<file path="src/rtl/hazard_ctrl.sv">
// Pipeline hazard controller: decodes stage enables and bubble flushes from a
// small FSM plus the current hazard inputs, and keeps saturating stall/flush statistics.
module hazard_ctrl #(
  parameter int unsigned CNT_W = 16
) (
  input  logic             CLK,
  input  logic             nRST,
  input  logic             ihit,
  input  logic             dhit,
  input  logic             mem_dreq,
  input  logic             ex_dren,
  input  logic [4:0]       ex_rt,
  input  logic [4:0]       id_rs,
  input  logic [4:0]       id_rt,
  input  logic             ex_redirect,
  input  logic             mem_halt,
  output logic             pc_en,
  output logic             ifid_en,
  output logic             idex_en,
  output logic             exmem_en,
  output logic             memwb_en,
  output logic             ifid_flush,
  output logic             idex_flush,
  output logic             halt,
  output logic [CNT_W-1:0] stall_cnt,
  output logic [CNT_W-1:0] flush_cnt
);

  localparam logic [1:0] ST_INIT  = 2'd0;
  localparam logic [1:0] ST_RUN   = 2'd1;
  localparam logic [1:0] ST_DWAIT = 2'd2;
  localparam logic [1:0] ST_HALT  = 2'd3;

  logic [1:0] state_q, state_d;

  logic active;
  logic freeze;
  logic load_use;
  logic redirect_take;

  assign active   = (state_q == ST_RUN) || (state_q == ST_DWAIT);
  assign freeze   = mem_dreq && !dhit;
  assign load_use = ex_dren && (ex_rt != 5'd0) &&
                    ((ex_rt == id_rs) || (ex_rt == id_rt));
  // A redirect only counts when nothing above it in priority holds EX in place.
  assign redirect_take = active && !mem_halt && !freeze && ex_redirect;

  always_comb begin
    state_d    = state_q;
    pc_en      = 1'b0;
    ifid_en    = 1'b0;
    idex_en    = 1'b0;
    exmem_en   = 1'b0;
    memwb_en   = 1'b0;
    ifid_flush = 1'b0;
    idex_flush = 1'b0;
    halt       = 1'b0;
    case (state_q)
      ST_INIT: begin
        ifid_flush = 1'b1;
        idex_flush = 1'b1;
        state_d    = ST_RUN;
      end
      ST_HALT: begin
        halt    = 1'b1;
        state_d = ST_HALT;
      end
      default: begin
        // RUN and DWAIT share the same priority decode; only the next state differs.
        if (mem_halt) begin
          state_d = ST_HALT;
        end else if (freeze) begin
          state_d = ST_DWAIT;
        end else begin
          state_d = ST_RUN;
          if (ex_redirect) begin
            pc_en      = 1'b1;
            ifid_en    = 1'b1;
            idex_en    = 1'b1;
            exmem_en   = 1'b1;
            memwb_en   = 1'b1;
            ifid_flush = 1'b1;
            idex_flush = 1'b1;
          end else if (load_use) begin
            idex_en    = 1'b1;
            exmem_en   = 1'b1;
            memwb_en   = 1'b1;
            idex_flush = 1'b1;
          end else if (!ihit) begin
            ifid_en    = 1'b1;
            idex_en    = 1'b1;
            exmem_en   = 1'b1;
            memwb_en   = 1'b1;
            ifid_flush = 1'b1;
          end else begin
            pc_en    = 1'b1;
            ifid_en  = 1'b1;
            idex_en  = 1'b1;
            exmem_en = 1'b1;
            memwb_en = 1'b1;
          end
        end
      end
    endcase
  end

  always_ff @(posedge CLK or negedge nRST) begin
    if (!nRST) begin
      state_q <= ST_INIT;
    end else begin
      state_q <= state_d;
    end
  end

  // Index 0 counts stalled-PC cycles, index 1 counts redirect flushes.
  logic [1:0]       cnt_inc;
  logic [CNT_W-1:0] cnt_q [2];
  logic [CNT_W-1:0] cnt_d [2];

  assign cnt_inc[0] = active && !pc_en;
  assign cnt_inc[1] = redirect_take;

  genvar gi;
  generate
    for (gi = 0; gi < 2; gi++) begin : g_cnt
      always_comb begin
        cnt_d[gi] = cnt_q[gi];
        if (cnt_inc[gi] && (cnt_q[gi] != {CNT_W{1'b1}})) begin
          cnt_d[gi] = cnt_q[gi] + CNT_W'(1);
        end
      end

      always_ff @(posedge CLK or negedge nRST) begin
        if (!nRST) begin
          cnt_q[gi] <= '0;
        end else begin
          cnt_q[gi] <= cnt_d[gi];
        end
      end
    end
  endgenerate

  assign stall_cnt = cnt_q[0];
  assign flush_cnt = cnt_q[1];

endmodule

</file>
<file path="config.mk">
export PLATFORM = sky130hd
export DESIGN_NAME = hazard_ctrl
export DESIGN_NICKNAME = d
export VERILOG_FILES = /design/src/rtl/hazard_ctrl.sv
export SDC_FILE = /design/constraint.sdc
export NUM_CORES = 1
export LEC_CHECK = 0
export ABC_AREA = 1
export CORE_AREA = 8 8 77 79
export CTS_CLUSTER_DIAMETER = 150
export DETAILED_ROUTE_END_ITERATION = 6
export DIE_AREA = 0 0 85 87
export PLACE_DENSITY = 0.8
export REMOVE_ABC_BUFFERS = 1
export SLEW_MARGIN = 5
export SYNTH_ARGS = -nofsm -noshare
export SYNTH_HDL_FRONTEND = slang
export SYNTH_SLANG_ARGS = --single-unit
</file>
<file path="constraint.sdc">
create_clock -name CLK -period 2 [get_ports CLK]
set_input_delay 0.3 -clock CLK [delete_from_list [all_inputs] [get_ports CLK]]
set_output_delay 0.3 -clock CLK [all_outputs]
set_load 0.03 [all_outputs]
</file>
Yosys cells after proc, flatten, opt, wreduce, memory -nomap -nowiden
Cells that the tools add are included.
Word-level totals
  flip-flop bits (word level): 34
  bits of input ports: 23
  output and inout bits: 40
  word-level logic and storage cells: 59
Operators by class
  muxes and demuxes: 29
  reductions and logical operators: 18
  add/sub/neg operators: 2
  equality and inequality tests: 7
Operators by type and width (number)
  16-bit by 1-bit adder with 16-bit output, second input constant: 2
  16-bit inequality test, second input constant: 2
  1-bit two-way mux: 24
  5-bit == test: 2
  1-bit logical AND: 9
  5-bit nonzero test: 1
  2-bit == test, second input constant: 2
  1-bit zero test: 4
  2-bit two-way mux: 2
  1-bit case mux with 2 select lines: 2
  2-bit case mux with 2 select lines: 1
  2-bit by 1-bit == test with 1-bit output, second input constant: 1
  2-bit zero test: 1
  1-bit logical OR: 2
  2-bit OR reduction: 1

Logic depth before layout (Yosys ltp)
Gate-level depths: netlist of the first run.
  depth in word-level cells: 11
  depth in mapped cells: 13

Worst setup path before layout of the first run
Ideal clock, no wire load.
  path type: reg-to-output
  from: register state_q[0]
  to: output pc_en
  path buffers: 1
  setup slack: -0.104 ns
  arrival: 1.804 ns
  cell stages (with the launch flop): 10
  data required time: 1.700 ns
  cell sequence: dfrtp_1 -> inv_1 -> ha_1 -> nand2_1 -> inv_2 -> nand2_1 -> nand2_1 -> nand2_2 -> buf_2 -> inv_2
Between the ends
  cells in the longest elaborated chain, start to end: 3
  elaborated cells between the ends (all ways): 4
RTL lines
  start: declaration: line 34  | logic [1:0] state_q, state_d;
  start signal: assignment: line 111  | state_q <= state_d;
  2-bit == test / 2-bit zero test (equally long branches): line 58  | case (state_q)
  2-bit OR reduction (no line) *
  1-bit two-way mux *: line 58
  end: declaration: line 17  | output logic pc_en,
Mark *: on every way between the ends. The rest lies on a longest branch, timed or not.

Worst setup path after layout of the first run
  from: register state_q[0]
  to: output ifid_flush
Between the ends
  cells in the longest elaborated chain, start to end: 2
  elaborated cells between the ends (all ways): 3
RTL lines
  2-bit == test / 2-bit zero test (equally long branches): line 58
  1-bit case mux with 2 select lines *: line 58
  end: declaration: line 22  | output logic ifid_flush,
Marked as above.

==> metrics.yaml, run 1 <==
stdcell_area_um2: 3181
syn_area_um2: 2195
clock_path_buffers: 2
ys_seq_area_share_pct: 38.77
dp.cells: 419
drt_pass1_iterations: 4
synth_ff_type: "dfrtp_1"
synth-simple-area-share_pct: 37.06
synth_top_family_by_area: "simple AND/OR/NAND/NOR gates"
cts_hold_buf: 0
cts-htree-levels: 2
layout_commonest_cell: "nand2_1"
drive_above_1_share_pct: 16.49
yosysUniqueCellTypes: 27
place_hpwl_mm: 4.481
gr-usage-all-layers_pct: 16.03
synth_edf_count: 0
io_pins: 63
clock-sinks: 34
holdWs_ps: 417.5
core.rowCount: 26
synth.area.mux_share_pct: 0.5131
min_period_ps: 1978
fin_cells: 432
dpl_cell_area_um2: 2952
finalNetCount: 402
drcViolationCount: 0
cp_max_fo: 10
hp-class: "in -> async"
dieArea_um2: 7395
p_total_uw: 2793
area_delta_synth_final_pct: 44.93
cts_root_buffer: "clkbuf_8"
grt_max_degree: 35
vias_per_cell: 5.141
syn_inst: 293
first_iter_violations: 94
routed_wl_mm: 6.115
grt_pass1_vias: 2166
die_h_um: 87
final_cell_mix: "nand2_1 (85), clkdlybuf4s50_1 (42), dfrtp_1 (34)"
clk_pin_slew_ps: 70
start_kind: "flop"
antenna_found_initial: 0
grt_pass1_wl_mm: 9.625
cp-end-kind: "output pin"
synth-seq-cells: 34
coreArea_um2: 4847
irDropWorstVdd_mv: 0.5914
crit_arrival_ps: 1680
relSlewSlack_pct: 69.80
antenna_cells: 0
fmaxAchievable_mhz: 505.5
synth_compound_area_share_pct: 0.9122
synthArstFlopShare_pct: 100.0
maxSlewViolCount: 0
die_w_um: 85
rsz0062_at_grt: "yes"
avgRoutedWirePerCell_um: 14.16
fin_skew_ps: 6.419
grt-ovfl-total: 0
io_buffers: 62
vias: 2221
worst_pin_slew_ps: 448.8
cap_violations: 0
ant_nets: 0
p_leak_uw: 0.001645
yosys_warnings: 0
required_ps: 1700
setup_viol: 0
power_density_nw_per_um2: 878.1
finalCritPeriodShare_pct: 98.91
cts_tree: "done"
status: "completed"
synth_xor_area_share_pct: 11.57
synth_fa_ha_area_share_pct: 2.281
path_class: "reg -> out"
synth_area_per_cell_um2: 7.490
numCtsBuffers: 5
hold_viol_final: 0
clk_latency_ps: 290
initial_utilization_pct: 45.28
gp_congestion: 0.9200
-- through the flow --
stage               worst slack, ps  util (%)  setup TNS, ps
CTS                           7.912     63.35              0
global placement             -18.85     60.89         -35.65
finish                        21.77     65.62              0
detailed placement           -85.42     60.89         -554.7
floorplan                    -635.6         -          -8500
global route                 -31.31     65.62         -63.47
-- flip-flops by register name, indices dropped and copies added (netlist names) --
name       count
flush_cnt     16
stall_cnt     16
state_q        2
-- logic make-up (layout without fill, tap and decap cells) --
logic type,count (synthesis),count (layout)
and+or+nand+nor,174,174
AOI/OAI and AO/OA,4,4
DFF,34,34
xor gates and xnor gates,29,29
buffers and inverters,47,130
muxes,1,1
adders and majority gates,4,4
-- worst paths after layout --
path	from	to	slack [ps]	cells past startpoint
max	state_q[0]$_DFF_PN0_	ifid_flush	20	9
min	nRST	stall_cnt[1]$_DFFE_PN0P_	420	2
max reg2reg	stall_cnt[1]$_DFFE_PN0P_	stall_cnt[12]$_DFFE_PN0P_	170	9
min reg2reg	flush_cnt[14]$_DFFE_PN0P_	flush_cnt[14]$_DFFE_PN0P_	520	1
max in group asynchronous	nRST	stall_cnt[2]$_DFFE_PN0P_	1280	2
min in group CLK	flush_cnt[14]$_DFFE_PN0P_	flush_cnt[14]$_DFFE_PN0P_	520	1
-- what timing repair did --
item | 4_1_cts | 5_1_grt
cloned | 0 | 1
pin swaps | 3 | 13
hold endpoints to repair | 0 | 0
buffers inserted | 0 | 4
endpoints found under the setup margin | 4 | 4
resized for setup | 12 | 22
-- power by group --
group / switching, uW / total, uW / internal (uW) / leakage [uW]
logic: 779 / 1370 / 593 / 0.00116
clock network: 247 / 525 / 278 / 0.0000482
registers: 111 / 896 / 785 / 0.000434
total: 1140 / 2790 / 1660 / 0.00165
-- metal layers --
metal	vias to the layer above	track usage [%]	part of all wire, %
met5	-	0	0
met4	0	5.178	0.92
met3	8	5.094	5.1
met2	71	29.40	54
met1	1048	16.92	40
li1	1094	-	-
-- synthesized netlist by cell type, types with 3 or more instances --
cell,instances,share of area [%]
buf_2,3,0.68
dfrtp_1,34,39
ha_1,4,2.3
inv_1,31,5.3
inv_2,6,1.0
nand2_1,90,15
nand3_1,17,3.9
nand4_1,20,5.7
nor2_1,28,4.8
nor3_1,5,1.1
nor4_1,4,1.1
o21ai_0,3,0.68
xnor2_1,10,4.0
xor2_1,19,7.6
-- worst max-delay path, cell delays in order (launching register included) --
cell and delay (ps):
dfrtp_1 400, inv_1 100, ha_4 220, buf_12 140
inv_1 90, nand2_1 80, nand2_2 70, inv_2 40
o21ai_1 60, buf_4 180
-- area by class of cell --
cell class / count / area [um2]
Timing Repair Buffer: 83 / 824.5
Inverter: 39 / 146.4
Fill cell: 407 / 1667
Clock inverter: 1 / 5.005
Multi-Input combinational cell: 212 / 1197
Clock buffer: 7 / 86.33
Tap cell: 56 / 70.07
Sequential cell: 34 / 850.8
Power figures use the tool's default switching activity.
==> run 2: changes to the inputs <==
--- a/config.mk
+++ b/config.mk
@@ -10,7 +10,7 @@
 export CTS_CLUSTER_DIAMETER = 150
 export DETAILED_ROUTE_END_ITERATION = 6
 export DIE_AREA = 0 0 85 87
-export PLACE_DENSITY = 0.8
+export PLACE_DENSITY_LB_ADDON = 0.3
 export REMOVE_ABC_BUFFERS = 1
 export SLEW_MARGIN = 5
 export SYNTH_ARGS = -nofsm -noshare
==> run 2 against run 1 <==
Sequential power about the same; routed wire length decreased by 4.0%; sequential share of layout area up 0.27 points; critical path depth grew 1; worst setup slack got worse by 21 ps; worst hold slack worse by 4.3 ps; register-to-register slack is essentially flat; final cell count is 0.23% higher; critical path type is now in -> out; critical endpoint unchanged; highest routed layer unchanged.
==> metrics.yaml, run 2 (synthesized netlist as in run 1, its figures left out) <==
worst_pin_slew_ps: 435.8  # -13.02 ps
gp_congestion: 0.8467  # -8.0%
worstReg2RegEnd: "flush_cnt[11]$_DFFE_PN0P_"
grt-ovfl-total: 0  # unchanged
multiInputGateArea_um2: 1181  # -1.4%
clk_latency_ps: 290  # about the same
cts_tree: "done"
place_hpwl_mm: 4.379  # -2.3%
layout_commonest_cell: "nand2_1"
fmaxAchievable_mhz: 500.2  # -1.0%
area_delta_synth_final_pct: 43.50
drcViolationCount: 0  # unchanged
coreArea_um2: 4847  # unchanged
io_buffers: 62  # unchanged
gr-usage-all-layers_pct: 15.78  # -0.24 points
p_leak_uw: 0.001590  # -3.4%
rrSetupSlack_ps: 160  # about the same
holdWs_ps: 413.2  # -4.285 ps
grt_pass1_wl_mm: 9.425  # -2.1%
power_density_nw_per_um2: 884.2  # +0.69%
die_h_um: 87  # unchanged
core.rowCount: 26  # unchanged
p_total_uw: 2784  # -0.30%
grt_pass1_vias: 2163  # -0.14%
r2r_cells: 11  # +2
required_ps: 1700  # about the same
antenna_found_initial: 0  # unchanged
clk_pin_slew_ps: 70  # about the same
ff_latch_area_um2: 850.8  # unchanged
die_w_um: 85  # unchanged
start_kind: "input port"
cts-htree-levels: 2  # unchanged
clock-sinks: 34  # unchanged
antenna_cells: 0  # unchanged
hp-class: "in -> async"
numCtsBuffers: 5  # unchanged
finalCritPeriodShare_pct: 99.96  # +1.0 points
slowest_stage: "clkdlybuf4s50_1"
routed_wl_mm: 5.872  # -4.0%
crit_arrival_ps: 1700  # +20 ps
max_stage_delay_ps: 470  # +70 ps
vias_per_cell: 4.986  # -3.0%
grt_max_degree: 35  # unchanged
finalNetCount: 403  # +0.25%
cp_max_fo: 3  # -7
status: "completed"
final_cell_mix: "nand2_1 (87), clkdlybuf4s50_1 (45), dfrtp_1 (34)"
relSlewSlack_pct: 70.95  # +1.1 points
first_iter_violations: 75  # -20%
setup_viol: 0  # unchanged
path_class: "in -> out"
finish.utilization_pct: 64.97  # -0.65 points
r2r_start: "state_q[0]$_DFF_PN0_"
cts_root_buffer: "clkbuf_8"
irDropWorstVdd_mv: 0.4529  # -23%
vias: 2159  # -2.8%
cts_hold_buf: 0  # unchanged
avgRoutedWirePerCell_um: 13.56  # -4.2%
cp_cell_sequence: "clkdlybuf4s50_1 > nor2_2 > nor2_1 > nand2_4 > nor2_4 > inv_2 > nand2_1 > inv_1 > o21ai_0 > buf_4"
hold_viol_final: 0  # unchanged
io_pins: 63  # unchanged
cap_violations: 0  # unchanged
ant_nets: 0  # unchanged
fin_skew_ps: 4.410  # -2.010 ps
dieArea_um2: 7395  # unchanged
clock_path_buffers: 2  # unchanged
initial_utilization_pct: 45.28  # unchanged
drive_above_1_share_pct: 15.65  # -0.84 points
fillers: 421  # +3.4%
cp-end-kind: "output pin"
maxSlewViolCount: 0  # unchanged
drt_pass1_iterations: 5  # +1
min_period_ps: 1999  # +20.99 ps
[run 2: what timing repair did]
action,4_1_cts,5_1_grt
pin swaps,7,7
endpoints found under the hold margin,0,0
setup endpoints to repair,3,4
setup buffers,1,5
gates resized for setup,15,8
gates cloned,0,1
[run 2: stage by stage]
stage	setup TNS, ps	instance area (um2)	cells	setup slack [ps]
2_1_floorplan	-8500	2146	285	-635.6
3_3_place_gp	-22.15	2944	418	-22.15
3_5_place_dp	-832.9	2944	418	-90.22
4_1_cts	0	3069	427	13.81
5_1_grt	-87.56	3149	433	-58.05
6_report	0	3149	433	0.7773
[run 2: power breakdown]
part | internal, uW | switching [uW] | total [uW]
clock network | 278 | 248 | 525
registers | 785 | 109 | 894
logic | 595 | 770 | 1360
total | 1660 | 1130 | 2780
[run 2: worst max path at each step]
| stage | start | to |
|---|---|---|
| 2_1_floorplan | state_q[0]$_DFF_PN0_ | ifid_flush |
| 3_3_place_gp | ex_rt[0] | pc_en |
| 3_5_place_dp | ex_rt[0] | pc_en |
| 4_1_cts | id_rs[4] | pc_en |
| 5_1_grt | dhit | ifid_flush |
| 6_report | dhit | ifid_flush |
[run 2: layout make-up]
cell class	count	share of cell area [%]
timing repair buffer	84	25.71
clock buffer	7	2.741
tap	56	2.225
sequential	34	27.02
clock inverter	1	0.1589
multi-input combinational	212	37.50
inverter	39	4.648
[run 2: per-layer routing]
metal	wire (um)	track usage, %	part of all wire, %	vias to the layer above
met5	0	0	0	-
met4	98	6.796	1.7	0
met3	259	4.623	4.4	10
met2	3100	29.26	53	50
met1	2414	16.07	41	1006
li1	-	-	-	1093
[run 2: worst max-delay path, delay by kind of cell]
kind	cells	cell delay, ps
and+or+nand+nor	5	510
buffers and inverters	4	790
AOI/OAI and AO/OA	1	100
==> run 3: changes to the inputs <==
--- a/config.mk
+++ b/config.mk
@@ -12,6 +12,7 @@
 export DIE_AREA = 0 0 85 87
 export PLACE_DENSITY_LB_ADDON = 0.3
 export REMOVE_ABC_BUFFERS = 1
+export SETUP_SLACK_MARGIN = 0.1
 export SLEW_MARGIN = 5
 export SYNTH_ARGS = -nofsm -noshare
 export SYNTH_HDL_FRONTEND = slang
==> run 3 against run 2 <==
Sequential power about the same; clock skew about the same; combinational power increased by 3%; maximum frequency increased by 2.2%; sequential share of layout area decreased by 0.31 points; total power increased by 1.5%; largest power group unchanged.
==> metrics.yaml, run 3 (synthesized netlist as in run 1, its figures left out) <==
status: "completed"
power_density_nw_per_um2: 887.0  # +0.33%
rsz0062_at_grt: "yes"
finalCritPeriodShare_pct: 97.81  # -2.1 points
vias: 2197  # +1.8%
grt-ovfl-total: 0  # unchanged
start_kind: "flop"
routed_wl_mm: 5.979  # +1.8%
antenna_cells: 0  # unchanged
layout_commonest_cell: "nand2_1"
rrSetupSlack_ps: 190  # +30 ps
dp.cells: 418  # unchanged
relSlewSlack_pct: 67.60  # -3.3 points
min_period_ps: 1956  # -42.98 ps
core.rowCount: 26  # unchanged
coreArea_um2: 4847  # unchanged
multiInputGateArea_um2: 1195  # +1.2%
cts_tree: "done"
drive_above_1_share_pct: 17.37  # +1.7 points
cp_max_fo: 3  # unchanged
path_class: "reg -> out"
cts_root_buffer: "clkbuf_8"
maxSlewViolCount: 0  # unchanged
drt_pass1_iterations: 4  # -1
crit_arrival_ps: 1660  # -40 ps
drcViolationCount: 0  # unchanged
antenna_found_initial: 0  # unchanged
cp-end-kind: "output pin"
first_iter_violations: 69  # -8.0%
worstReg2RegEnd: "flush_cnt[5]$_DFFE_PN0P_"
dieArea_um2: 7395  # unchanged
ant_nets: 0  # unchanged
io_buffers: 62  # unchanged
cap_violations: 0  # unchanged
numCtsBuffers: 5  # unchanged
avgRoutedWirePerCell_um: 13.71  # +1.1%
fin_skew_ps: 3.929  # -0.4805 ps
gr-usage-all-layers_pct: 16.46  # +0.68 points
setup_viol: 0  # unchanged
area_delta_synth_final_pct: 45.15
setup.worst_path.end: "ifid_flush"
clock-sinks: 34  # unchanged
initial_utilization_pct: 45.28  # unchanged
p_leak_uw: 0.001605  # +0.96%
required_ps: 1700  # about the same
r2r_start: "state_q[0]$_DFF_PN0_"
clk_latency_ps: 290  # about the same
vias_per_cell: 5.039  # +1.1%
place_hpwl_mm: 4.379  # unchanged
ff_latch_area_um2: 850.8  # unchanged
worst_pin_slew_ps: 482.2  # +46.43 ps
fin_cells: 436  # +0.69%
setup.worst_path.start: "state_q[0]$_DFF_PN0_"
finalNetCount: 406  # +0.74%
dpl_cell_area_um2: 2944  # unchanged
grt_pass1_wl_mm: 9.777  # +3.7%
clock_path_buffers: 2  # unchanged
die_h_um: 87  # unchanged
final_cell_mix: "nand2_1 (86), clkdlybuf4s50_1 (42), dfrtp_1 (34)"
irDropWorstVdd_mv: 0.4527  # about the same
clk_pin_slew_ps: 70  # about the same
hold_viol_final: 0  # unchanged
grt_pass1_vias: 2232  # +3.2%
hp-class: "in -> async"
cts-htree-levels: 2  # unchanged
gp_congestion: 0.8467  # unchanged
fillers: 427  # +1.4%
grt_max_degree: 35  # unchanged
fmaxAchievable_mhz: 511.2  # +2.2%
r2r_cells: 9  # -2
die_w_um: 85  # unchanged
stdcell_area_um2: 3186  # +1.2%
io_pins: 63  # unchanged
-- run 3: routing by layer --
layer / vias up / track usage [%] / wire, um
met3: 14 / 4.623 / 268
li1: 1102 / - / -
met1: 1030 / 15.90 / 2442
met4: 0 / 6.796 / 125
met5: - / 0 / 0
met2: 51 / 31.89 / 3143
-- run 3: how the worst min path moves through the flow --
stage | end | depth (start not counted) | start
5_1_grt | flush_cnt[1]$_DFFE_PN0P_ | 2 | nRST
3_3_place_gp | flush_cnt[14]$_DFFE_PN0P_ | 1 | flush_cnt[14]$_DFFE_PN0P_
3_5_place_dp | flush_cnt[14]$_DFFE_PN0P_ | 1 | flush_cnt[14]$_DFFE_PN0P_
2_1_floorplan | flush_cnt[0]$_DFFE_PN0P_ | 0 | nRST
4_1_cts | flush_cnt[0]$_DFFE_PN0P_ | 2 | nRST
6_report | flush_cnt[0]$_DFFE_PN0P_ | 2 | nRST
-- run 3: layout make-up --
| cell class | instances | area share (%) |
|---|---|---|
| flip-flops and latches | 34 | 26.71 |
| clock inverters | 1 | 0.1571 |
| multi-input cells | 212 | 37.51 |
| repair buffers | 87 | 26.12 |
| well taps | 56 | 2.200 |
| clock buffers | 7 | 2.710 |
| inverters | 39 | 4.595 |
-- run 3: what timing repair did --
item | CTS | global route
pin swaps | 11 | 7
cloned | 1 | 0
buffers inserted | 8 | 1
hold buffers | 0 | 0
gates resized for setup | 22 | 10
endpoints found under the setup margin | 4 | 8
-- run 3: metrics by stage --
step | setup TNS [ps] | power (uW) | util, % | setup slack [ps] | hold slack, ps
after floorplan | -8500 | 1572 | - | -635.6 | 4.409
after global placement | -22.15 | 2062 | 60.74 | -22.15 | 484.8
after detailed placement | -832.9 | 2090 | 60.74 | -90.22 | 491.1
after CTS | 0 | 2836 | 65.07 | 62.03 | 426.9
after global routing | -32.78 | 2983 | 65.72 | -32.78 | 472.1
final | 0 | 2826 | 65.72 | 43.75 | 412.3
-- run 3: where the power goes --
part	switching (uW)	internal [uW]	total (uW)	leakage, uW
clock	250	278	527	0.0000482
sequential	109	785	894	0.000434
combinational	769	636	1400	0.00112
total	1130	1700	2830	0.00161
-- run 3: critical path: stages (launching register included) --
cell and delay [ps]:
dfrtp_1 380, inv_2 60, ha_4 300, nand2_4 70, nor2_4 90, inv_2 60, nand2_1 50, inv_1 50
o21ai_1 100, buf_4 200
